<file path="src/rtl/q_frag_pkg.sv">
// Shared constants and helpers for the q_frag elastic register pipeline.
// Imported by q_frag_stage and q_frag_pipe.
package q_frag_pkg;

  localparam logic QDS_SEL_QDI = 1'b1;
  localparam logic QDS_SEL_CZI = 1'b0;

  function automatic int occ_w(input int depth);
    return $clog2(depth + 1);
  endfunction

endpackage

</file>
<file path="src/rtl/q_frag_stage.sv">
// One pipeline stage of q_frag_pipe: a data register plus its valid bit.
// Set wins over load, load wins over clear.
module q_frag_stage
  import q_frag_pkg::*;
#(
  parameter int WIDTH = 8
) (
  input  logic             QCK,
  input  logic             QRTN,
  input  logic             QST,
  input  logic             load,
  input  logic             clear,
  input  logic [WIDTH-1:0] d,
  input  logic [WIDTH-1:0] SET_VAL,
  output logic [WIDTH-1:0] q,
  output logic             v
);

  always_ff @(posedge QCK or negedge QRTN) begin
    if (!QRTN) begin
      q <= '0;
      v <= 1'b0;
    end else if (QST) begin
      q <= SET_VAL;
      v <= 1'b0;
    end else if (load) begin
      q <= d;
      v <= 1'b1;
    end else if (clear) begin
      v <= 1'b0;
    end
  end

endmodule

</file>
<file path="src/rtl/q_frag_pipe.sv">
// WIDTH x DEPTH elastic register pipeline with valid/ready handshake.
// Define Q_FRAG_PIPE_OCC_EN to add the QOCC occupancy counter port.
module q_frag_pipe
  import q_frag_pkg::*;
#(
  parameter int               WIDTH   = 8,
  parameter int               DEPTH   = 2,
  parameter logic [WIDTH-1:0] SET_VAL = {WIDTH{1'b1}}
) (
  input  logic             QCK,
  input  logic             QRTN,
  input  logic             QST,
  input  logic             QEN,
  input  logic             QDS,
  input  logic [WIDTH-1:0] QDI,
  input  logic [WIDTH-1:0] CZI,
  input  logic             QIV,
  output logic             QIR,
  output logic [WIDTH-1:0] QZ,
  output logic             QZV,
  input  logic             QZR
`ifdef Q_FRAG_PIPE_OCC_EN
  ,
  output logic [occ_w(DEPTH)-1:0] QOCC
`endif
);

  logic [DEPTH-1:0] v;
  logic [DEPTH-1:0] adv;
  logic [DEPTH-1:0] load;
  logic [DEPTH-1:0] clear;
  logic [WIDTH-1:0] data [DEPTH];
  logic [WIDTH-1:0] din  [DEPTH];
  logic [WIDTH-1:0] d;
  logic             accept;
  logic             carry;

  // Walk from the output side so each stage sees its successor's advance.
  always_comb begin
    adv   = '0;
    carry = QEN & v[DEPTH-1] & QZR;
    adv[DEPTH-1] = carry;
    for (int i = DEPTH - 2; i >= 0; i--) begin
      carry  = QEN & v[i] & (~v[i+1] | carry);
      adv[i] = carry;
    end
  end

  assign QIR    = QEN & (~v[0] | adv[0]);
  assign accept = QIV & QIR;
  assign d      = (QDS == QDS_SEL_QDI) ? QDI : CZI;

  for (genvar g = 0; g < DEPTH; g++) begin : g_stage
    if (g == 0) begin : g_head
      assign din[g]  = d;
      assign load[g] = accept;
    end else begin : g_body
      assign din[g]  = data[g-1];
      assign load[g] = adv[g-1];
    end
    assign clear[g] = adv[g];

    q_frag_stage #(
      .WIDTH(WIDTH)
    ) u_stage (
      .QCK    (QCK),
      .QRTN   (QRTN),
      .QST    (QST),
      .load   (load[g]),
      .clear  (clear[g]),
      .d      (din[g]),
      .SET_VAL(SET_VAL),
      .q      (data[g]),
      .v      (v[g])
    );
  end

  assign QZ  = data[DEPTH-1];
  assign QZV = v[DEPTH-1];

`ifdef Q_FRAG_PIPE_OCC_EN
  localparam int OW = occ_w(DEPTH);

  logic [OW-1:0] occ;
  logic          emit;

  assign emit = adv[DEPTH-1];

  always_ff @(posedge QCK or negedge QRTN) begin
    if (!QRTN) begin
      occ <= '0;
    end else if (QST) begin
      occ <= '0;
    end else if (accept & ~emit) begin
      occ <= occ + OW'(1);
    end else if (emit & ~accept) begin
      occ <= occ - OW'(1);
    end
  end

  assign QOCC = occ;
`endif

endmodule

</file>
<file path="config.mk">
export PLATFORM = sky130hd
export DESIGN_NAME = q_frag_pipe
export DESIGN_NICKNAME = d
export VERILOG_FILES = /design/src/rtl/q_frag_pkg.sv /design/src/rtl/q_frag_stage.sv /design/src/rtl/q_frag_pipe.sv
export SDC_FILE = /design/constraint.sdc
export NUM_CORES = 1
export LEC_CHECK = 0
export CAP_MARGIN = 20
export CORE_MARGIN = 2
export CORE_UTILIZATION = 30
export CTS_BUF_LIST = sky130_fd_sc_hd__clkbuf_16
export CTS_CLUSTER_DIAMETER = 120
export DETAILED_ROUTE_END_ITERATION = 8
export PLACE_DENSITY_LB_ADDON = 0.1
export SLEW_MARGIN = 20
export SYNTH_ARGS = -nofsm -noshare
export SYNTH_HDL_FRONTEND = slang
export SYNTH_HIERARCHICAL = 1
export SYNTH_SLANG_ARGS = --single-unit
</file>
<file path="constraint.sdc">
create_clock -name QCK -period 1.4 [get_ports QCK]
set_input_delay 0.14 -clock QCK [delete_from_list [all_inputs] [get_ports QCK]]
set_output_delay 0.14 -clock QCK [all_outputs]
set_load 0.01 [all_outputs]
</file>
# Word level (Yosys, flattened, before mapping)
# Cells that the tools add are included.
[op_classes]
muxes = 11
n_reduce_logical = 4
bitwise_logic = 10
[op_table]
columns = ["op", "count"]
rows = [
  ["2-to-1 mux 8 bit", 5],
  ["bitwise AND 1 bit", 6],
  ["2-to-1 mux 1 bit", 6],
  ["nonzero test 3 bit", 2],
  ["nonzero test 2 bit", 2],
  ["NOT 1 bit", 2],
  ["OR 1 bit", 2],
]
[word_totals]
elab_cells = 29
register_bits = 18
in_bits = 23

# Longest topological paths before layout
# Gate-level depths: netlist (run 1).
[depth]
ltp_word = 9
mapped_depth = 5

# Cells and area by module
# The synthesis (run 1) kept the hierarchy.
[modules_own_cells]
columns = ["mod", "area_per_inst_um2", "instances", "seq_area_each_um2", "cells_each"]
rows = [
  ["q_frag_stage", 412.9, 2, 225.2, 38],
  ["q_frag_pipe", 173.9, 1, 0.0, 17],
]

# Worst setup path after synthesis (run 1)
# OpenSTA, ideal clock, no wires.
[synth_timing]
path_type = "flip-flop to flip-flop"
startpoint = "register g_stage[1].u_stage.v"
endpoint = "register g_stage[0].u_stage.q[1]"
setup_time_ps = 119
setup_slack_ps = 170
required_time_ps = 1281
t_arrival_ps = 1111
synth_period_minus_slack_ps = 1230
path_stages_with_launch = 6
path_buffers = 1
path_cell_list = "dfrtp_1 -> nand3b_1 -> and3_1 -> buf_4 -> mux2i_1 -> o21ai_2"
[synth_via]
elab_chain_len = 8
elab_cells_between_ends = 9
[synth_lines]
columns = ["element", "line", "rtl"]
rows = [
  ["start, declared", "q_frag_stage.sv:16", "output logic v"],
  ["start signal, assigned", "q_frag_stage.sv:22", "v <= 1'b0;"],
  ["start signal, assigned", "q_frag_stage.sv:25", "v <= 1'b0;"],
  ["start signal, assigned", "q_frag_stage.sv:28", "v <= 1'b1;"],
  ["bitwise AND 1 bit (2 in a row)", "q_frag_pipe.sv:41", "carry = QEN & v[DEPTH-1] & QZR;"],
  ["OR 1 bit (*)", "q_frag_pipe.sv:44", "carry = QEN & v[i] & (~v[i+1] | carry);"],
  ["bitwise AND 1 bit (*)", "q_frag_pipe.sv:44", ""],
  ["OR 1 bit (*)", "q_frag_pipe.sv:49", "assign QIR = QEN & (~v[0] | adv[0]);"],
  ["bitwise AND 1 bit (*)", "q_frag_pipe.sv:49", ""],
  ["bitwise AND 1 bit (*)", "q_frag_pipe.sv:50", "assign accept = QIV & QIR;"],
  ["named net accept", "q_frag_pipe.sv:35", "logic accept;"],
  ["nonzero test 2 bit (no source line) (*)", "-", ""],
  ["end signal, assigned", "q_frag_stage.sv:21", "q <= '0;"],
  ["end signal, assigned", "q_frag_stage.sv:24", "q <= SET_VAL;"],
  ["end signal, assigned", "q_frag_stage.sv:27", "q <= d;"],
  ["end, declared", "q_frag_stage.sv:15", "output logic [WIDTH-1:0] q,"],
]
# The timed path passes the listed nets; every way through them passes the cells marked *.
# A chain may end at the register's enable or synchronous reset.

# Final worst setup path (run 1)
[layout_timing]
startpoint = "input QZR"
endpoint = "output QIR"
[layout_via]
elab_chain_len = 5
[layout_lines]
columns = ["element", "line", "rtl"]
rows = [
  ["start, declared", "q_frag_pipe.sv:21", "input logic QZR"],
  ["bitwise AND 1 bit", "q_frag_pipe.sv:41", ""],
  ["OR 1 bit", "q_frag_pipe.sv:44", ""],
  ["bitwise AND 1 bit", "q_frag_pipe.sv:44", ""],
  ["OR 1 bit", "q_frag_pipe.sv:49", ""],
  ["bitwise AND 1 bit", "q_frag_pipe.sv:49", ""],
  ["end, declared", "q_frag_pipe.sv:18", "output logic QIR,"],
]
# Every way passes these cells.

==> impl_metrics.toml, run 1 <==
[final_layout]
mostFrequentLayoutCell = "clkdlybuf4s50_1"
drive_gt1_share_pct = 14.9
syn2layout_area_growth_pct = 54.3
multiInputGateArea_um2 = 546
seq_area_um2 = 450
fill_cells = 324
most-common-layout-cells = "clkdlybuf4s50_1 (30), dfrtp_1 (18), nand2_1 (17)"
diodes = 0
nNetsFinal = 172

[clocking]
cts_buffers = 3
clkTransAtPathRegs_ps = 50
clkLatencyLatePin_ps = 240
root_buffer = "clkbuf_16"
clockBufferDepth = 2
cts_tree = "yes"
h-tree-depth = 1
clock-sinks = 18

[synth]
synth_mux_area_share_pct = 28.0
synth_top_area_cell = "dfrtp_1"
synth_top_family_by_area = "multiplexers"
synth-xor-area-share_pct = 0
synth_simple_gate_area_share_pct = 10.3
ys_ff_latch = 18
synth_compound_area_share_pct = 10.3
ys_seq_area_share_pct = 45.1
synth_edf_count = 0
synth_area_um2 = 1000
synth.distinct_cells = 15
yosysWarnings = 6
ys.flop_type = "dfrtp_1"
ys_async_sr_fraction_pct = 100
netlist_top_cells_area = "dfrtp_1 (45%), mux2i_1 (16%), mux2_4 (12%)"
synth.avg_cell_area_um2 = 10.7
yosys.area.top_type_share_pct = 45.1
synth_adder_area_share_pct = 0
synthCells = 93

[critical_path]
arrival_ps = 1190
cp_max_fo = 3
crit_type = "in -> out"
cp.required_ps = 1260
critPathLaunchType = "primary input"
cp-end-kind = "output pin"

[floorplan]
die_w_um = 61.7
die_area_um2 = 3810
rows = 20
coreArea_um2 = 3100
initial_core_util_pct = 32.2
die-height_um = 61.7
pin_count = 33

[job]
cap_violations = 0

[timing]
finClkSkew_ps = 2.58
layout_min_cycle_time_ps = 1330
fin_crit_sh_pct = 94.7
fin_ws_ps = 74.9
setup_viol = 0
slew_viol_final = 0
finalHoldViolCount = 0
rsz0062_at_grt = "false"
max_clock_freq_ghz = 0.755

[run_status]
status = "complete, no violations"

[power]
leakage_nw = 0.709
irDropWorstVdd_mv = 0.519
total_power_mw = 1.48
power.density_nw_per_um2 = 957

[drt]
routed_wl_mm = 2.16
routed_via_density = 4.15
route.detailed.drc = 0
drt_iter0_markers = 20
wire_per_inst_um = 11.2
drtAntennaViolNets = 0
vias = 796
firstDrtPassIters = 3

[global_route]
grt_usage_pct = 12.6
grt_pass1_vias = 781
grt_max_degree = 35
grt.overflow.total = 0
grt_pass1_wl_mm = 3.45
antenna_found_initial = 0

[place]
place_congestion = 0.678
io_buffers = 32
place_ws_ps = -147
place_hpwl_mm = 1.63

[hold_path]
min_path_type = "in -> async"
timing repair:
action,CTS,global route
setup buffers,1,0
resized for setup,1,1
endpoints found under the setup margin,1,1
hold buffers,0,0
endpoints found under the hold margin,0,0
cloned,0,0
state kept, by name, indices dropped and copies added (netlist names):
signal / count
g_stage.u_stage/q: 16
g_stage.u_stage/v: 2
critical path: stages:
cell and delay (ps):
clkdlybuf4s50_1 440, nand3b_1 180, and2_1 160, dlygate4sd2_1 270
through the flow:
step                      hold WS [ps]  cells  util [%]  cell area (um^2)  TNS (ps)
final                              226    192      49.7              1540         0
after global routing               263    192      49.7              1540         0
after CTS                          238    192      49.6              1540         0
after detailed placement           499    187      46.9              1460     -1290
after global placement             491    187      46.9              1460      -892
after floorplan                   -156    108         -              1060         0
cells in the mapped netlist (2+ instances only):
cell type,number
dfrtp_1,18
nand2_1,17
mux2i_1,16
o21ai_1,14
mux2_4,8
a21oi_1,3
buf_6,3
inv_1,3
and3_1,2
buf_4,2
nand2b_1,2
o21ai_2,2
final cells by class:
class | count | area share [%]
tap | 44 | 3.57
inverter | 3 | 0.730
clock inverter | 1 | 0.243
multi-input combinational | 82 | 35.4
timing repair buffer | 41 | 26.0
sequential | 18 | 29.2
clock buffer | 3 | 4.87
report_power, final:
group	total (mW)	internal, mW	switching (mW)
combinational	0.322	0.194	0.128
sequential	0.598	0.571	0.0264
clock	0.557	0.379	0.178
per-layer routing:
metal  GRT usage (%)  up-vias  wire (um)
met5               0        -          0
met4            4.56        0         10
met3            2.90        2         91
met2            20.9       12       1140
met1            16.0      367        916
li1                -      415          -
kinds of logic after synthesis:
group	count (synthesis)
multiplexers	24
AND/OR/NAND/NOR	23
AO/OA/AOI/OAI	19
flip-flops	18
buffers and inverters	8
other	1
final timing paths:
path,startpoint,end,slack [ps],depth (start not counted)
setup / recovery,QZR,QIR,70,4
hold / removal,QRTN,g_stage[1].u_stage/q[4]$_DFFE_PN0P_,230,2
min in group QCK,g_stage[1].u_stage/q[6]$_DFFE_PN0P_,g_stage[1].u_stage/q[6]$_DFFE_PN0P_,550,2
setup reg to reg,g_stage[0].u_stage/v$_DFFE_PN0P_,g_stage[0].u_stage/q[0]$_DFFE_PN0P_,110,5
hold reg to reg,g_stage[1].u_stage/q[6]$_DFFE_PN0P_,g_stage[1].u_stage/q[6]$_DFFE_PN0P_,550,2
max in group asynchronous,QRTN,g_stage[1].u_stage/q[1]$_DFFE_PN0P_,980,2
No activity file was read; power rests on OpenSTA's default activity.
==> inputs of run 2 (changes only) <==
Settings changed: TNS_END_PERCENT from default to 30.
==> results of run 2 <==
No change in the layout: final DEF, timing and power equal those of run 1.
==> inputs of run 3 (changes only) <==
Settings changed: HOLD_SLACK_MARGIN from default to 0.08.
==> results of run 3 <==
No change in the layout: final DEF, timing and power equal those of run 1.
